File: src/rtl/phy_rx_pkg.sv
// Shared types and constants for the 802.11a receive frame controller.
// Holds the rate table used to decode the SIGNAL field.
package phy_rx_pkg;

  localparam logic [3:0] RATE_6  = 4'b1011;
  localparam logic [3:0] RATE_9  = 4'b1111;
  localparam logic [3:0] RATE_12 = 4'b1010;
  localparam logic [3:0] RATE_18 = 4'b1110;
  localparam logic [3:0] RATE_24 = 4'b1001;
  localparam logic [3:0] RATE_36 = 4'b1101;
  localparam logic [3:0] RATE_48 = 4'b1000;
  localparam logic [3:0] RATE_54 = 4'b1100;

  localparam logic [1:0] MODE_R12 = 2'd0;
  localparam logic [1:0] MODE_R34 = 2'd1;
  localparam logic [1:0] MODE_R23 = 2'd2;

  localparam logic [1:0] ERR_NONE   = 2'd0;
  localparam logic [1:0] ERR_RATE   = 2'd1;
  localparam logic [1:0] ERR_PARITY = 2'd2;
  localparam logic [1:0] ERR_FORMAT = 2'd3;

  typedef enum logic [2:0] {
    S_IDLE,
    S_PREAMBLE,
    S_SIGNAL,
    S_CHECK,
    S_DATA,
    S_DONE,
    S_ERROR
  } state_t;

  typedef struct packed {
    logic       valid;
    logic [1:0] mode;
    logic [7:0] ndbps;
    logic [8:0] ncbps;
  } rate_info_t;

  typedef struct packed {
    logic        ok;
    logic [1:0]  err;
    logic [3:0]  rate;
    logic [11:0] length;
    logic [1:0]  mode;
    logic [7:0]  ndbps;
    logic [8:0]  ncbps;
  } sig_chk_t;

  function automatic rate_info_t rate_lookup(
    input logic [3:0] rate
  );
    rate_info_t r;
    case (rate)
      RATE_6:  r = '{1'b1, MODE_R12, 8'd24, 9'd48};
      RATE_9:  r = '{1'b1, MODE_R34, 8'd36, 9'd48};
      RATE_12: r = '{1'b1, MODE_R12, 8'd48, 9'd96};
      RATE_18: r = '{1'b1, MODE_R34, 8'd72, 9'd96};
      RATE_24: r = '{1'b1, MODE_R12, 8'd96, 9'd192};
      RATE_36: r = '{1'b1, MODE_R34, 8'd144, 9'd192};
      RATE_48: r = '{1'b1, MODE_R23, 8'd192, 9'd288};
      RATE_54: r = '{1'b1, MODE_R34, 8'd216, 9'd288};
      default: r = '0;
    endcase
    return r;
  endfunction

endpackage

File: src/rtl/phy_signal_checker.sv
// Combinational decode and validation of the 24-bit SIGNAL field.
// Error priority: rate, then parity, then format.
module phy_signal_checker
  import phy_rx_pkg::*;
(
  input  logic [23:0] sig,
  output sig_chk_t    res
);

  rate_info_t info;

  always_comb begin
    info       = rate_lookup(sig[3:0]);
    res        = '0;
    res.rate   = sig[3:0];
    res.length = sig[16:5];
    res.mode   = info.mode;
    res.ndbps  = info.ndbps;
    res.ncbps  = info.ncbps;
    if (!info.valid)
      res.err = ERR_RATE;
    else if (^sig[17:0])
      res.err = ERR_PARITY;
    else if (sig[4] || (sig[23:18] != '0)
             || (sig[16:5] == '0))
      res.err = ERR_FORMAT;
    else
      res.ok = 1'b1;
  end

endmodule

File: src/rtl/phy_rx_frame_ctrl.sv
// Receive frame controller: skips preamble, checks SIGNAL,
// forwards DATA coded bits with symbol/frame delimiters.
module phy_rx_frame_ctrl
  import phy_rx_pkg::*;
#(
  parameter int IN_W    = 1,
  parameter int PRE_LEN = 30,
  parameter int ACC_W   = 16
) (
  input  logic            clock,
  input  logic            reset,
  input  logic            enable,
  input  logic            rx_active,
  input  logic [IN_W-1:0] in_data,
  input  logic            in_valid,
  output logic            in_ready,
  output logic [IN_W-1:0] out_data,
  output logic            out_valid,
  output logic            out_sym_last,
  output logic            out_last,
  output logic [1:0]      mode,
  output logic [34:0]     rxvector,
  output logic            rxvector_valid,
  output logic            rx_error,
  output logic [1:0]      err_code,
  output logic            rx_abort
);

  localparam int PRE_BEATS = PRE_LEN / IN_W;
  localparam int SIG_BEATS = 24 / IN_W;
  localparam int MAX_BEATS =
    (PRE_BEATS > SIG_BEATS) ? PRE_BEATS : SIG_BEATS;
  localparam int CNT_W = $clog2(MAX_BEATS + 1);

  localparam logic [CNT_W-1:0] PRE_LAST =
    CNT_W'(PRE_BEATS - 1);
  localparam logic [CNT_W-1:0] SIG_LAST =
    CNT_W'(SIG_BEATS - 1);
  localparam logic [CNT_W-1:0] CNT_START =
    (PRE_BEATS == 1) ? '0 : CNT_W'(1);
  localparam state_t FIRST =
    (PRE_BEATS == 1) ? S_SIGNAL : S_PREAMBLE;
  localparam logic [8:0] STEP = 9'(IN_W);

  state_t           state, state_n;
  logic [CNT_W-1:0] cnt;
  logic [23:0]      sig;
  logic [8:0]       sym_cnt, sym_nxt, ncbps;
  logic [7:0]       ndbps;
  logic [ACC_W-1:0] acc, acc_nxt, target;
  logic             fire, abort;
  logic             sym_end, frame_end;
  sig_chk_t         chk;

  phy_signal_checker u_chk (
    .sig (sig),
    .res (chk)
  );

  always_ff @(posedge clock) begin
    if (reset) state <= S_IDLE;
    else       state <= state_n;
  end

  always_comb begin
    state_n = state;
    if (enable) begin
      unique case (state)
        S_IDLE:
          if (fire && rx_active) state_n = FIRST;
        S_PREAMBLE:
          if (!rx_active) state_n = S_IDLE;
          else if (fire && cnt == PRE_LAST)
            state_n = S_SIGNAL;
        S_SIGNAL:
          if (!rx_active) state_n = S_IDLE;
          else if (fire && cnt == SIG_LAST)
            state_n = S_CHECK;
        S_CHECK:
          if (!rx_active) state_n = S_IDLE;
          else if (chk.ok) state_n = S_DATA;
          else state_n = S_ERROR;
        S_DATA:
          if (!rx_active) state_n = S_IDLE;
          else if (fire && frame_end)
            state_n = S_DONE;
        S_DONE, S_ERROR:
          if (!rx_active) state_n = S_IDLE;
        default: state_n = S_IDLE;
      endcase
    end
  end

  always_comb begin
    in_ready  = (state == S_IDLE) || (state == S_PREAMBLE)
             || (state == S_SIGNAL) || (state == S_DATA);
    fire      = in_valid && in_ready && enable;
    abort     = enable && !rx_active
             && ((state == S_PREAMBLE) || (state == S_SIGNAL)
             ||  (state == S_CHECK) || (state == S_DATA));
    sym_nxt   = sym_cnt + STEP;
    sym_end   = (sym_nxt == ncbps);
    acc_nxt   = acc + ACC_W'(ndbps);
    frame_end = sym_end && (acc_nxt >= target);
  end

  always_ff @(posedge clock) begin
    if (reset) begin
      cnt            <= '0;
      sig            <= '0;
      sym_cnt        <= '0;
      acc            <= '0;
      target         <= '0;
      ndbps          <= '0;
      ncbps          <= '0;
      out_data       <= '0;
      out_valid      <= 1'b0;
      out_sym_last   <= 1'b0;
      out_last       <= 1'b0;
      mode           <= MODE_R12;
      rxvector       <= '0;
      rxvector_valid <= 1'b0;
      rx_error       <= 1'b0;
      err_code       <= ERR_NONE;
      rx_abort       <= 1'b0;
    end else begin
      // Strobes last one cycle and never repeat while frozen.
      out_valid      <= 1'b0;
      out_sym_last   <= 1'b0;
      out_last       <= 1'b0;
      rxvector_valid <= 1'b0;
      rx_error       <= 1'b0;
      rx_abort       <= 1'b0;
      if (enable) begin
        rx_abort <= abort;
        unique case (state)
          S_IDLE:
            if (fire && rx_active) begin
              cnt      <= CNT_START;
              err_code <= ERR_NONE;
            end
          S_PREAMBLE:
            if (fire && rx_active)
              cnt <= (cnt == PRE_LAST) ? '0 : cnt + 1'b1;
          S_SIGNAL:
            if (fire && rx_active) begin
              sig <= {in_data, sig[23:IN_W]};
              cnt <= (cnt == SIG_LAST) ? '0 : cnt + 1'b1;
            end
          S_CHECK:
            if (rx_active) begin
              if (chk.ok) begin
                mode     <= chk.mode;
                ndbps    <= chk.ndbps;
                ncbps    <= chk.ncbps;
                target   <= ACC_W'(22)
                          + ACC_W'({chk.length, 3'b000});
                rxvector <= {chk.length, 3'b000,
                             chk.rate, 16'h0000};
                rxvector_valid <= 1'b1;
              end else begin
                rx_error <= 1'b1;
                err_code <= chk.err;
              end
            end
          S_DATA:
            if (fire && rx_active) begin
              out_data     <= in_data;
              out_valid    <= 1'b1;
              out_sym_last <= sym_end;
              out_last     <= frame_end;
              sym_cnt      <= sym_end ? '0 : sym_nxt;
              if (sym_end) acc <= acc_nxt;
            end
          default: ;
        endcase
        if (state_n == S_IDLE) begin
          cnt     <= '0;
          sym_cnt <= '0;
          acc     <= '0;
        end
      end
    end
  end

endmodule

File: config.mk
export PLATFORM = sky130hd
export DESIGN_NAME = phy_rx_frame_ctrl
export DESIGN_NICKNAME = d
export VERILOG_FILES = /design/src/rtl/phy_rx_pkg.sv /design/src/rtl/phy_signal_checker.sv /design/src/rtl/phy_rx_frame_ctrl.sv
export SDC_FILE = /design/constraint.sdc
export NUM_CORES = 1
export LEC_CHECK = 0
export CAP_MARGIN = 20
export CORE_MARGIN = 2
export CORE_UTILIZATION = 35
export CTS_CLUSTER_DIAMETER = 40
export DETAILED_ROUTE_END_ITERATION = 7
export DONT_BUFFER_PORTS = 1
export PLACE_DENSITY = 0.5
export SLEW_MARGIN = 20
export SYNTH_ARGS = -nofsm -noshare
export SYNTH_HDL_FRONTEND = slang
export SYNTH_SLANG_ARGS = --single-unit
File: constraint.sdc
create_clock -name clock -period 5 [get_ports clock]
set_input_delay 0.5 -clock clock [delete_from_list [all_inputs] [get_ports clock]]
set_output_delay 0.5 -clock clock [all_outputs]
set_load 0.1 [all_outputs]
Word-level counts from Yosys, hierarchy flattened

Memories as Yosys holds them, arrays and structs flattened. A register that Yosys moved wholly into a read port is not among the register bits.
Cells that the tools add are included.

Word-level logic and storage cells: 126
Input bits: 6
Memories: 1
Output and inout bits: 47
Register bits: 117
ROM bits: 224

Memory list:

| name            | words | width | read ports | clocked after memory_dff | wr ports | RTL line         | source |
|---|---|---|---|---|---|---|---|
| (no name shown) | 16    | 14    | 1          | 1                        | 0        | phy_rx_pkg.sv:54 | `case (rate)` |

Add/subtract/negate cells: 4
Magnitude comparators: 1
Equal/unequal tests: 15
Muxes and demuxes: 42
Reduce and logical (&&, ||, !) cells: 40
Bitwise gates (word level): 5

Operators with widths:

| kind                  | number |
|---|---|
| $mux 16               | 4 |
| $mux 9                | 4 |
| $mux 3                | 10 |
| $mux 5                | 6 |
| $pmux 3 s6            | 1 |
| $reduce_xor 18->1     | 1 |
| $add 16x8->16         | 1 |
| $add 5x15->16 const A | 1 |
| $ge 16x16->1          | 1 |
| $pmux 5 s3            | 1 |
| $mux 2                | 7 |
| $logic_not 12->1      | 1 |
| $eq 5x5->1 const B    | 2 |
| $reduce_and 5->1      | 2 |
| $add 9x1->9 const B   | 1 |
| $eq 3x3->1 const B    | 3 |
| $eq 9x9->1            | 1 |
| $logic_and 1x1->1     | 9 |
| $ne 3x2->1 const B    | 3 |
| $reduce_and 3->1      | 3 |
| $logic_or 1x1->1      | 8 |
| $mux 4                | 2 |
| $reduce_and 4->1      | 2 |
| $reduce_bool 2->1     | 4 |
| 14 further kinds      | 29 |

Logic depth before layout (Yosys ltp)

Depth after elaboration: 14
Mapped depth: 16
Mapped depth without buffers: 16

Cells and area by module

A second synthesis with hierarchy kept.

Cells, all modules: 817
Area total of the unflattened synthesis: 6393.6 sq um

Modules (own cells, without submodules):

| module             | times used | cells each | area an instance (sq um) | sequential area each (sq um) |
|---|---|---|---|---|
| phy_rx_frame_ctrl  | 1          | 740        | 5839.4                   | 2282.2 |
| phy_signal_checker | 1          | 77         | 554.3                    | 0.0 |

Worst setup path after synthesis

OpenSTA, ideal clock, no wires.

Kind: register to register
From: reg ndbps[2]
To: reg state[0]
Path slack: 1954 ps
Period minus slack after synthesis: 3046 ps
Buffers on the path: 0
Data required time: 4868 ps
Setup time: 132 ps
Data arrival time: 2914 ps
Cell stages (with the launch flop): 16
Path through: dfxtp_1 -> ha_1 -> fa_1 -> a21o_1 -> a21oi_1 -> o21bai_1 -> a21oi_1 -> nor2_1 -> xor2_1 -> ha_1 -> a21o_1 -> a21oi_1 -> a21o_1 -> a31oi_1 -> o21ai_0 -> a21oi_1

Cells in the longest elaborated chain, start to end: 8

RTL lines:

| item                   | RTL line                 | source |
|---|---|---|
| from (decl)            | phy_rx_frame_ctrl.sv:49  | `logic [7:0] ndbps;` |
| from (signal assigned) | phy_rx_frame_ctrl.sv:154 | `ndbps <= chk.ndbps;` |
| $add 16x8->16          | phy_rx_frame_ctrl.sv:103 | `acc_nxt = acc + ACC_W'(ndbps);` |
| $ge 16x16->1           | phy_rx_frame_ctrl.sv:104 | `frame_end = sym_end && (acc_nxt >= target);` |
| $logic_and 1x1->1      | phy_rx_frame_ctrl.sv:104 |  |
| $logic_and 1x1->1      | phy_rx_frame_ctrl.sv:85  | `else if (fire && frame_end)` |
| $mux 3                 | phy_rx_frame_ctrl.sv:85  |  |
| $mux 3                 | phy_rx_frame_ctrl.sv:84  | `if (!rx_active) state_n = S_IDLE;` |
| $pmux 3 s6             | phy_rx_frame_ctrl.sv:68  | `unique case (state)` |
| $mux 3                 | phy_rx_frame_ctrl.sv:67  | `if (enable) begin` |
| to (signal assigned)   | phy_rx_frame_ctrl.sv:62  | `else state <= state_n;` |
| to (decl)              | phy_rx_frame_ctrl.sv:45  | `state_t state, state_n;` |

Every way passes these cells.
A chain may end at the register's enable or synchronous reset.

Worst setup path after layout

Same ends and word-level chain as after synthesis.

==> results.md <==
* Outcome: complete, no violations
* Row count at 47
* GRT Total Usage at 0.155
* VDD IR max at 0.000234 V
* Die Width at about 130 µm
* Crit end category: flop
* Critical Path Source Type: flop
* Max-Slew Margin vs Limit at 0.314
* Final Cycle Share at 0.685
* Cell internal pwr at ~1.7 mW
* Max Slew Vio Count at 0
* Pre-antenna DRT Iters at 5
* Min-delay worst type: in2reg
* Placed Area at between 6000 and 7000 µm²
* Total core area at 16600 µm²
* Seq/Total Area, Yosys at 0.401
* CP max-delay cell: fa_1
* Comb pwr share at 0.038
* Yosys warns at 0
* Slew @ Worst Pin at 1.03 ns
* Final min period at between 3 and 4 ns
* Reg power frac at 0.437
* Most common cell on crit path: a21oi_1
* Crit-path max cell delay at 0.42 ns
* CTS H-tree depth at 4
* Final #Nets at about 750
* Final Skew at between 0.009 and 0.01 ns
* PD cells at roughly 330 nW/µm²
* Setup TNS at 0 ns
* Max-cap violations at 0
* Wirelength, routed at about 13000 µm
* Global-route wire length before repair at about 22000 µm
* Critical path fanouts, max at 5
* Ys async rst share at 0
* Die area at between 15000 and 20000 µm²
* CTS sink cnt at 120
* # IOs at 53
* Starting Density at 0.360
* ANT cells at 0
* Leak pwr at ~2.5 nW
* Core Util, Final at 0.399
* Final HPWL DP at ~9200 µm
* Post-CTS sizing at 0
* Mapped Cells at 722
* Synthesized area at approximately 6000 µm²
* #FFs+latches synth at 120
* Aggregate global routing overflow at 0
* Fraction of layout cells with a size suffix above 1 at 0.0681
* EDFF count, synth at 0
* Number of global-route vias before repair at about 4600
* RSZ-0062 raised after global routing: no
* Antenna-violating nets left at 0
* Via count at 4715
* PortBufs at 0
* Initial antenna violation count at 0
* Sw frac at 0.237
* Max Fclk at a little under 300 MHz
* Root Driver: clkbuf_16
* Library cells used by synthesis at just under 60
* Clk slew on worst S/H paths at ~0.060 ns
* Wire per inst at 14.1 µm
* Mean post-synth cell area at 8.31 µm²
* CTS Buf Count at 17
* Net switching power at 0.519 mW
* Vias per cell at roughly 5.0
* Crit path DAT at 3.72 ns
* Design area at around 6600 µm²
* Clk_lat worst skew at roughly 0.42 ns
* Final count of hold timing violations at 0
* Hold-fix buffers, CTS at 0
* Chip height at about 130 µm
* Post-CTS setup repair buffer count at 0
* Leading register cell type out of synthesis: dfxtp_1
* Area growth syn-to-layout at 10.8%
* Max clock buf depth at 2
* Residual DRC at 0
* RD Place Congestion at 0.771
* Critical path class: reg2reg
* WP data required at 5.30 ns
* Pin count of the biggest net entering global routing at slightly below 90
* Clock power frac at 0.525
* Critical-path cell list: ha_1 > fa_1 > a21o_1 > a21oi_1 > o21bai_1 > a21oi_1 > nor2_1 > xor2_1 > ha_1 > a21o_1 > a21oi_1 > a21o_1 > a31oi_1 > o21ai_0 > a21oi_1
* Final setup violation count at 0
* TritonCTS clock tree: yes
* Initial detailed-routing violation count at approximately 220
## per-layer routing
metal / track usage / routed length, µm
met5: 0 / 0
met4: 0.0573 / 178
met3: 0.0405 / 596
met2: 0.251 / 6140
met1: 0.197 / 6360
## synth_stat cells, drive strengths merged (2+ instances only)
cell,number,area (µm²)
a2111oi,2,23.8
a211oi,13,97.6
a21o,10,75.1
a21oi,83,415
a22o,10,87.6
a22oi,3,22.5
a31oi,3,25.0
and2,12,75.1
and3,9,56.3
and4,2,17.5
buf,26,195
clkbuf,32,121
dfxtp,120,2400
ha,32,400
inv,30,113
mux2i,7,70.1
nand2,135,507
nand2b,9,56.3
nand3,12,65.1
nand4,7,43.8
nand4b,3,26.3
nor2,46,175
nor2b,7,43.8
nor3,10,55.1
nor3b,3,22.5
nor4,7,58.8
o2111ai,3,26.3
o21a,2,15.0
o21ai,17,85.1
o21bai,3,22.5
o22ai,2,12.5
o31ai,2,15.0
or2,2,12.5
or2b,2,15.0
or3,3,18.8
or4,2,15.0
xnor2,29,269
xnor3,3,67.6
xor2,9,78.8
## state kept, by name (all words and copies together) (netlist names), 2 cells and up
register / count
cnt: 5
mode: 2
err_code: 2
state: 3
ncbps: 5
rxvector: 16
sig: 24
ndbps: 6
acc: 14
sym_cnt: 9
target: 13
u_chk.info: 14
## worst paths after layout
path                            depth (start not counted)          start  slack (ns)      endpoint
worst max-delay path                                   15       ndbps[2]        1.58      state[0]
worst min-delay path                                    1          reset        0.15  rxvector[23]
worst max register to register                         15       ndbps[2]        1.58      state[0]
worst min register to register                          2  u_chk.info[4]        0.44      ncbps[4]
## cell type report
class,instances,area (µm²)
multi-input cells,532,3250
flip-flops and latches,120,2400
fillers,1687,10000
inverters,30,113
well taps,220,275
repair buffers,6,45.0
clock buffers,22,464
clock inverters,10,96.3
## logic make-up (layout without fill, tap and decap cells)
logic type	Yosys count	count (layout)	synth area share
flops	120	120	0.401
xor+xnor	41	41	0.0693
mux	7	7	0.0117
compound gates	159	159	0.163
simple gates	273	273	0.214
fa+ha+maj	33	33	0.0701
buf+inv	88	68	0.0716
other cells	1	19	0.000625
## power groups by stage
stage	logic, mW	clock network [mW]	registers, mW
6_report	0.0839	1.15	0.959
5_1_grt	0.0872	1.23	0.958
4_1_cts	0.0835	1.19	0.959
3_5_place_dp	0.0835	0	0.979
3_3_place_gp	0.0833	0	0.979
2_1_floorplan	0.102	0	0.979
## stage by stage
step / instances / hold slack [ns] / power [mW] / setup slack, ns
floorplan: 740 / 0.422 / 1.08 / 1.95
CTS: 940 / 0.132 / 2.23 / 1.59
finish: 940 / 0.149 / 2.19 / 1.58
global route: 940 / 0.130 / 2.27 / 1.38
detailed placement: 908 / 0.424 / 1.06 / 1.63
global placement: 908 / 0.423 / 1.06 / 1.72
## layout by cell type, fill, tap and decap left out, drive strengths merged, types with 17 or more instances in the layout
cell type,n
o21ai,17
nor2,46
nand2,135
a21oi,83
ha,32
xnor2,29
dfxtp,120
clkbuf,22
conb,19
inv,31
## worst max-delay path: cells and delay by family (launching register included)
kind | cells | cell delay (ns)
adders and majority gates | 3 | 0.95
xor gates and xnor gates | 1 | 0.18
and+or+nand+nor | 1 | 0.18
DFF | 1 | 0.31
AOI/OAI and AO/OA | 10 | 1.70
Power figures use the tool's default switching activity.
